**src/rtl/ps2_rx.sv**
```systemverilog
// Host-side PS/2 receiver: pin synchronisers, clock glitch filter, frame FSM,
// one-entry valid/ready holding register and optional device clock inhibit.
module ps2_rx #(
    parameter int FILTER_LEN     = 8,
    parameter int TIMEOUT_CYCLES = 100000,
    parameter bit INHIBIT_EN     = 1'b1
) (
    input  logic       clk,
    input  logic       reset_n,
    input  logic       ps2_clk_in,
    input  logic       ps2_dat_in,
    output logic [7:0] rx_data,
    output logic       rx_valid,
    input  logic       rx_ready,
    output logic       parity_err,
    output logic       frame_err,
    output logic       overrun,
    output logic       ps2_clk_inhibit
);
    localparam int FW = (FILTER_LEN > 1) ? $clog2(FILTER_LEN) : 1;
    localparam int TW = (TIMEOUT_CYCLES > 1) ? $clog2(TIMEOUT_CYCLES) : 1;

    typedef enum logic [1:0] {
        IDLE   = 2'd0,
        DATA   = 2'd1,
        PARITY = 2'd2,
        STOP   = 2'd3
    } state_t;

    // Odd parity: the eight data bits plus the parity bit hold an odd number of ones.
    function automatic logic odd_parity_ok(input logic [7:0] data, input logic par);
        return ^{data, par};
    endfunction

    logic [1:0]    clk_sync_q, clk_sync_d;
    logic [1:0]    dat_sync_q, dat_sync_d;
    logic          filt_q, filt_d;
    logic [FW-1:0] filt_cnt_q, filt_cnt_d;
    logic          fall_q, fall_d;
    state_t        state_q, state_d;
    logic [2:0]    bit_cnt_q, bit_cnt_d;
    logic [7:0]    shreg_q, shreg_d;
    logic          par_q, par_d;
    logic [TW-1:0] to_cnt_q, to_cnt_d;
    logic [7:0]    rx_data_q, rx_data_d;
    logic          rx_valid_q, rx_valid_d;
    logic          parity_err_q, parity_err_d;
    logic          frame_err_q, frame_err_d;
    logic          overrun_q, overrun_d;
    logic          inhibit_q, inhibit_d;
    logic          tick_s, deliver_s, consume_s;

    // Pin synchronisers and the clock filter that produces the falling-edge tick.
    always_comb begin
        clk_sync_d = {clk_sync_q[0], ps2_clk_in};
        dat_sync_d = {dat_sync_q[0], ps2_dat_in};
        filt_d     = filt_q;
        filt_cnt_d = '0;
        fall_d     = 1'b0;
        if (clk_sync_q[1] != filt_q) begin
            if (filt_cnt_q == FW'(FILTER_LEN - 1)) begin
                filt_d = ~filt_q;
                fall_d = filt_q;
            end else begin
                filt_cnt_d = filt_cnt_q + FW'(1);
            end
        end else begin
            filt_cnt_d = '0;
        end
    end

    // Frame FSM with inter-edge timeout; edges are ignored while the host holds the clock low.
    always_comb begin
        tick_s       = fall_q & ~inhibit_q;
        state_d      = state_q;
        bit_cnt_d    = bit_cnt_q;
        shreg_d      = shreg_q;
        par_d        = par_q;
        to_cnt_d     = '0;
        deliver_s    = 1'b0;
        parity_err_d = 1'b0;
        frame_err_d  = 1'b0;
        if (tick_s) begin
            case (state_q)
                IDLE: begin
                    if (!dat_sync_q[1]) begin
                        state_d   = DATA;
                        bit_cnt_d = 3'd0;
                    end else begin
                        state_d = IDLE;
                    end
                end
                DATA: begin
                    shreg_d   = {dat_sync_q[1], shreg_q[7:1]};
                    bit_cnt_d = bit_cnt_q + 3'd1;
                    if (bit_cnt_q == 3'd7) begin
                        state_d = PARITY;
                    end else begin
                        state_d = DATA;
                    end
                end
                PARITY: begin
                    par_d   = dat_sync_q[1];
                    state_d = STOP;
                end
                STOP: begin
                    state_d = IDLE;
                    if (!dat_sync_q[1]) begin
                        frame_err_d = 1'b1;
                    end else if (!odd_parity_ok(shreg_q, par_q)) begin
                        parity_err_d = 1'b1;
                    end else begin
                        deliver_s = 1'b1;
                    end
                end
                default: state_d = IDLE;
            endcase
        end else if (state_q != IDLE) begin
            if (to_cnt_q == TW'(TIMEOUT_CYCLES - 1)) begin
                frame_err_d = 1'b1;
                state_d     = IDLE;
            end else begin
                to_cnt_d = to_cnt_q + TW'(1);
            end
        end else begin
            to_cnt_d = '0;
        end
    end

    // Holding register, overrun detection and the clock inhibit request.
    always_comb begin
        consume_s  = rx_valid_q & rx_ready;
        rx_valid_d = rx_valid_q & ~consume_s;
        rx_data_d  = rx_data_q;
        overrun_d  = 1'b0;
        if (deliver_s) begin
            if (!rx_valid_q || consume_s) begin
                rx_valid_d = 1'b1;
                rx_data_d  = shreg_q;
            end else begin
                overrun_d = 1'b1;
            end
        end else begin
            overrun_d = 1'b0;
        end
        // Only raise inhibit between frames so a frame in flight is never cut short.
        if (!INHIBIT_EN || !rx_valid_q) begin
            inhibit_d = 1'b0;
        end else if (state_q == IDLE) begin
            inhibit_d = 1'b1;
        end else begin
            inhibit_d = inhibit_q;
        end
    end

    // All state; reset leaves both lines idle-high and the holding register empty.
    always_ff @(posedge clk or negedge reset_n) begin
        if (!reset_n) begin
            clk_sync_q   <= 2'b11;
            dat_sync_q   <= 2'b11;
            filt_q       <= 1'b1;
            filt_cnt_q   <= '0;
            fall_q       <= 1'b0;
            state_q      <= IDLE;
            bit_cnt_q    <= 3'd0;
            shreg_q      <= 8'h00;
            par_q        <= 1'b0;
            to_cnt_q     <= '0;
            rx_data_q    <= 8'h00;
            rx_valid_q   <= 1'b0;
            parity_err_q <= 1'b0;
            frame_err_q  <= 1'b0;
            overrun_q    <= 1'b0;
            inhibit_q    <= 1'b0;
        end else begin
            clk_sync_q   <= clk_sync_d;
            dat_sync_q   <= dat_sync_d;
            filt_q       <= filt_d;
            filt_cnt_q   <= filt_cnt_d;
            fall_q       <= fall_d;
            state_q      <= state_d;
            bit_cnt_q    <= bit_cnt_d;
            shreg_q      <= shreg_d;
            par_q        <= par_d;
            to_cnt_q     <= to_cnt_d;
            rx_data_q    <= rx_data_d;
            rx_valid_q   <= rx_valid_d;
            parity_err_q <= parity_err_d;
            frame_err_q  <= frame_err_d;
            overrun_q    <= overrun_d;
            inhibit_q    <= inhibit_d;
        end
    end

    assign rx_data         = rx_data_q;
    assign rx_valid        = rx_valid_q;
    assign parity_err      = parity_err_q;
    assign frame_err       = frame_err_q;
    assign overrun         = overrun_q;
    assign ps2_clk_inhibit = inhibit_q;

endmodule

```
**config.mk**
```make
export PLATFORM = sky130hd
export DESIGN_NAME = ps2_rx
export DESIGN_NICKNAME = d
export VERILOG_FILES = /design/src/rtl/ps2_rx.sv
export SDC_FILE = /design/constraint.sdc
export NUM_CORES = 1
export LEC_CHECK = 0
export CAP_MARGIN = 20
export CORE_ASPECT_RATIO = 0.8
export CORE_UTILIZATION = 23
export DETAILED_ROUTE_END_ITERATION = 8
export GPL_TIMING_DRIVEN = 0
export PLACE_DENSITY = 0.36
export SYNTH_ARGS = -nofsm -noshare
export SYNTH_HDL_FRONTEND = slang
export SYNTH_SLANG_ARGS = --single-unit
```
**constraint.sdc**
```tcl
create_clock -name clk -period 4.6 [get_ports clk]
set_clock_uncertainty 0.2 [all_clocks]
set_input_delay 0.69 -clock clk [delete_from_list [all_inputs] [get_ports clk]]
set_output_delay 0.69 -clock clk [all_outputs]
set_load 0.05 [all_outputs]
```
* Word-level counts from Yosys, hierarchy flattened
Cells that the tools add are included.
Operators by class: bitwise gates (word level) 6, equal/unequal tests 9, multiplexer cells 34, reduce and logical (&&, ||, !) cells 14, add/subtract/negate cells 3
Operators by type and width (count):
- $mux 17 | 3
- $mux 1 | 22
- $add 17x1->17 const B | 1
- $eq 17x17->1 const B | 1
- $reduce_and 2->1 | 5
- $mux 3 | 3
- $reduce_xor 9->1 | 1
- $mux 2 | 4
- $pmux 2 s4 | 1
- $reduce_bool 2->1 | 4
- $add 3x1->3 const B | 2
- $eq 3x3->1 const B | 2
- $pmux 3 s2 | 1
- $eq 2x2->1 const B | 2
- $and 1x1->1 | 3
- $not 1->1 | 3
- $reduce_and 3->1 | 1
- $eq 2x1->1 const B | 1
- $logic_not 2->1 | 1
- $ne 2x1->1 const B | 1
- $ne 2x2->1 const B | 1
- $logic_not 1->1 | 1
- $logic_or 1x1->1 | 1
- $ne 1x1->1 | 1
Word-level totals: register bits after elaboration 53, bits of input ports 5

* Longest topological paths before layout
word-level depth 6, mapped depth 6, gate-level depth less buffers 5

* Worst setup path before layout
OpenSTA, ideal clock, no wires.
path type register to register, start register inhibit_q (netlist: ps2_clk_inhibit), end register shreg_q[1], required time 4275 ps, setup slack 2577 ps, period minus slack after synthesis 2023 ps, stages on the path, launching flop included 5, arrival 1698 ps, cells stage by stage dfrtp_1 > nand2b_1 > nor3b_1 > buf_2 > mux2_2
On the way: cells in the longest elaborated chain, start to end 3
RTL lines:
- start, declared | RTL line 50 | logic inhibit_q, inhibit_d;
- start signal, assigned | RTL line 191 | inhibit_q <= inhibit_d;
- $not 1->1 | RTL line 74 | tick_s = fall_q & ~inhibit_q;
- $and 1x1->1 | RTL line 74
- $reduce_and 2->1 (no source line)
- end signal, assigned | RTL line 183 | shreg_q <= shreg_d;
- end, declared | RTL line 42 | logic [7:0] shreg_q, shreg_d;
Every way passes these cells. A chain may end at the register's enable or synchronous reset.

* Final worst setup path
start register rx_valid_q (netlist: rx_valid), end output rx_valid
RTL lines:
- start, declared | RTL line 46 | logic rx_valid_q, rx_valid_d;
- start signal, assigned | RTL line 187 | rx_valid_q <= rx_valid_d;
- end, declared | RTL line 13 | output logic rx_valid,
No word-level cell between the ends.

==> flow_metrics.py <==
metrics = {
    "critical_path": {
        "rr_startpoint": "to_cnt_q[0]",
        "cp_num_buf_inv": 1,
        "slowest_delay_ns": 0.84,
        "crit_arrival_ns": 1.54,
        "cp.required_ns": 3.71,
        "path_class": "register to output pin",
        "startpoint_type": "register",
        "crit_family": "buffers and inverters",
        "critPathMaxFanout": 4,
        "critPathLaunch": "rx_valid",
        "crit_chain": "clkdlybuf4s50_1",
        "end_kind": "output pin",
        "slowest_stage": "clkdlybuf4s50_1",
    },
    "placed_design": {
        "hpwlAfterDp_um": 3116,
        "gp_congestion": 0.6976,
        "pre_cts_slack_ns": 2.080,
        "portBuffers": 17,
        "place_area_um2": 2715,
    },
    "sta": {
        "max_freq_mhz": 410.9,
        "worst_slew_pin_slew_ns": 0.5481,
        "relSlewSlack_pct": 63.12,
        "setup_tns_ns": 0,
        "setup_viol": 0,
        "rsz0062_at_grt": "no",
        "hold_violations": 0,
        "finalMaxSlewViolations": 0,
        "min_period_ns": 2.434,
        "setup_slack_ns": 2.166,
        "post-route-period-util_pct": 52.91,
    },
    "min_path": {
        "worstHoldPathType": "input pin to asynchronous set/reset pin",
    },
    "detailed_routing": {
        "firstDrtPassIters": 4,
        "wl_per_cell_um": 12.46,
        "drt-vias-per-instance": 4.070,
        "vias": 1453,
        "drt_iter0_markers": 62,
        "drc_errors": 0,
        "ant_nets": 0,
        "wl_um": 4450,
    },
    "floorplanning": {
        "die_x_um": 115.2,
        "ios": 18,
        "core_um2": 9809,
        "die-area_um2": 10670,
        "die_h_um": 92.60,
        "start_util_pct": 24.06,
        "rows": 32,
    },
    "logic_synthesis": {
        "ys_types": 37,
        "synth-seq-area-share_pct": 56.47,
        "syn_inst": 195,
        "yosysTopAreaCellShare_pct": 50.90,
        "ys.warnings.count": 0,
        "synth_area_leader_cell": "dfrtp_1",
        "synth_nets": 205,
        "syn_area_per_cell_um2": 12.10,
        "ys_top_cells_by_area": "dfrtp_1 51%, mux2_2 9.1%, dfstp_2 5.6%",
        "synth_area_um2": 2360,
        "ys_ff_latch": 53,
    },
    "global_routing": {
        "antenna_found_initial": 0,
        "grt-ovfl-total": 0,
        "grt_pass1_wl_um": 7665,
        "grt_pass1_vias": 1413,
        "grt.total_usage_pct": 9.774,
        "grt_max_degree": 37,
    },
    "cells_and_area": {
        "area_delta_synth_final_pct": 21.32,
        "diodes": 0,
        "drive_above_1_share_pct": 19.00,
        "postLayoutCellArea_um2": 2863,
        "fillers": 1028,
        "fin_nets": 230,
    },
    "clocking": {
        "clock_sinks": 53,
        "cts-resized-gates": 0,
        "numCtsBuffers": 5,
        "post_cts_buffers": 0,
        "cts_max_level": 2,
        "clk_pin_slew_ns": 0.07,
        "clockBufferDepth": 2,
        "ctsHoldBuffers": 0,
        "tritoncts": "done",
        "clock-root-buffer": "clkbuf_16",
        "clk_latency_ns": 0.29,
    },
    "power_and_ir_drop": {
        "powerDensity_nw_per_um2": 318.0,
        "ir_worst_vdd_uv": 141.5,
        "p_leak_nw": 1.224,
    },
    "run": {
        "drv_cap": 0,
    },
    "run_status": {
        "status": "complete, no violations",
    },
}
## synth_stat cells
library cell,count
dfrtp_1,48
mux2_2,19
nor2_1,19
nand2_1,12
xnor2_1,10
nand3_1,7
xor2_1,7
inv_1,6
nand4_1,6
a21oi_1,5
dfstp_2,5
ha_1,5
nor3_1,5
clkbuf_1,4
o21ai_0,4
nor2b_1,3
or3_1,3
a22o_1,2
and2_1,2
nand2b_1,2
nand3b_1,2
nor3b_1,2
nor4_1,2
nor4bb_1,2
a31o_2,1
a41o_1,1
and4_1,1
buf_2,1
mux2i_4,1
nor4_2,1
nor4b_1,1
nor4b_2,1
o21a_1,1
or2_2,1
or4_4,1
xnor3_1,1
xnor3_2,1
## per-layer routing
layer	track usage, %	part of all wire, %	vias to the layer above
met5	0	0	-
met4	5.195	1.8	0
met3	2.618	2.6	5
met2	11.75	38	18
met1	15.18	57	701
li1	-	-	729
## logic make-up after synthesis
family | share of synthesized area, %
compound gates | 3.765
xor+xnor | 8.271
flops | 56.47
mux | 10.02
simple gates | 17.02
fa+ha+maj | 2.651
buf+inv | 1.802
## layout by cell type (no fill, tap or decap), types with 5 or more instances in the layout
cell,instances
a21oi_1,5
clkbuf_16,5
clkdlybuf4s50_1,16
dfrtp_1,48
dfstp_2,5
ha_1,5
inv_1,6
mux2_2,19
nand2_1,12
nand3_1,7
nand4_1,6
nor2_1,19
nor3_1,5
xnor2_1,10
xor2_1,7
## flip-flops by register name, summed over array words and instances, names as in the netlist, 2 cells and up
register	count
clk_sync_q	2
bit_cnt_q	3
state_q	2
rx_data	8
to_cnt_q	17
filt_cnt_q	3
shreg_q	8
dat_sync_q	2
## final cells by class
class | instances | area (um^2) | share of cell area (%)
buffer | 5 | 20.02 | 0.6993
clock buffer | 5 | 125.1 | 4.371
clock inverter | 3 | 22.52 | 0.7867
inverter | 6 | 22.52 | 0.7867
multi-input combinational | 131 | 984.7 | 34.40
sequential | 53 | 1333 | 46.55
tap | 136 | 170.2 | 5.944
timing repair buffer | 18 | 185.2 | 6.469
## where the power goes
part	internal [mW]	total, mW	switching (mW)
Clock	0.203	0.376	0.173
Combinational	0.0188	0.0401	0.0213
Sequential	0.486	0.494	0.00851
## through the flow
step           util, %  power, mW  instances  hold WS [ns]
6_report         29.18     0.9104        357        0.1309
4_1_cts          29.18     0.9347        357        0.1446
2_1_floorplan        -     0.5223        195        0.1452
3_5_place_dp     27.68     0.5447        349        0.1478
3_3_place_gp     27.53     0.5422        348        0.1465
5_1_grt          29.18     0.9634        357        0.1638
## worst paths after layout
path	end	cells past startpoint	slack [ns]
max in group asynchronous	filt_q	2	3.45
hold reg to reg	clk_sync_q[1]	0	0.16
min in group clk	clk_sync_q[1]	0	0.16
setup reg to reg	to_cnt_q[14]	6	2.23
hold / removal	to_cnt_q[12]	1	0.13
setup / recovery	rx_valid	1	2.17
Power figures use the tool's default switching activity.
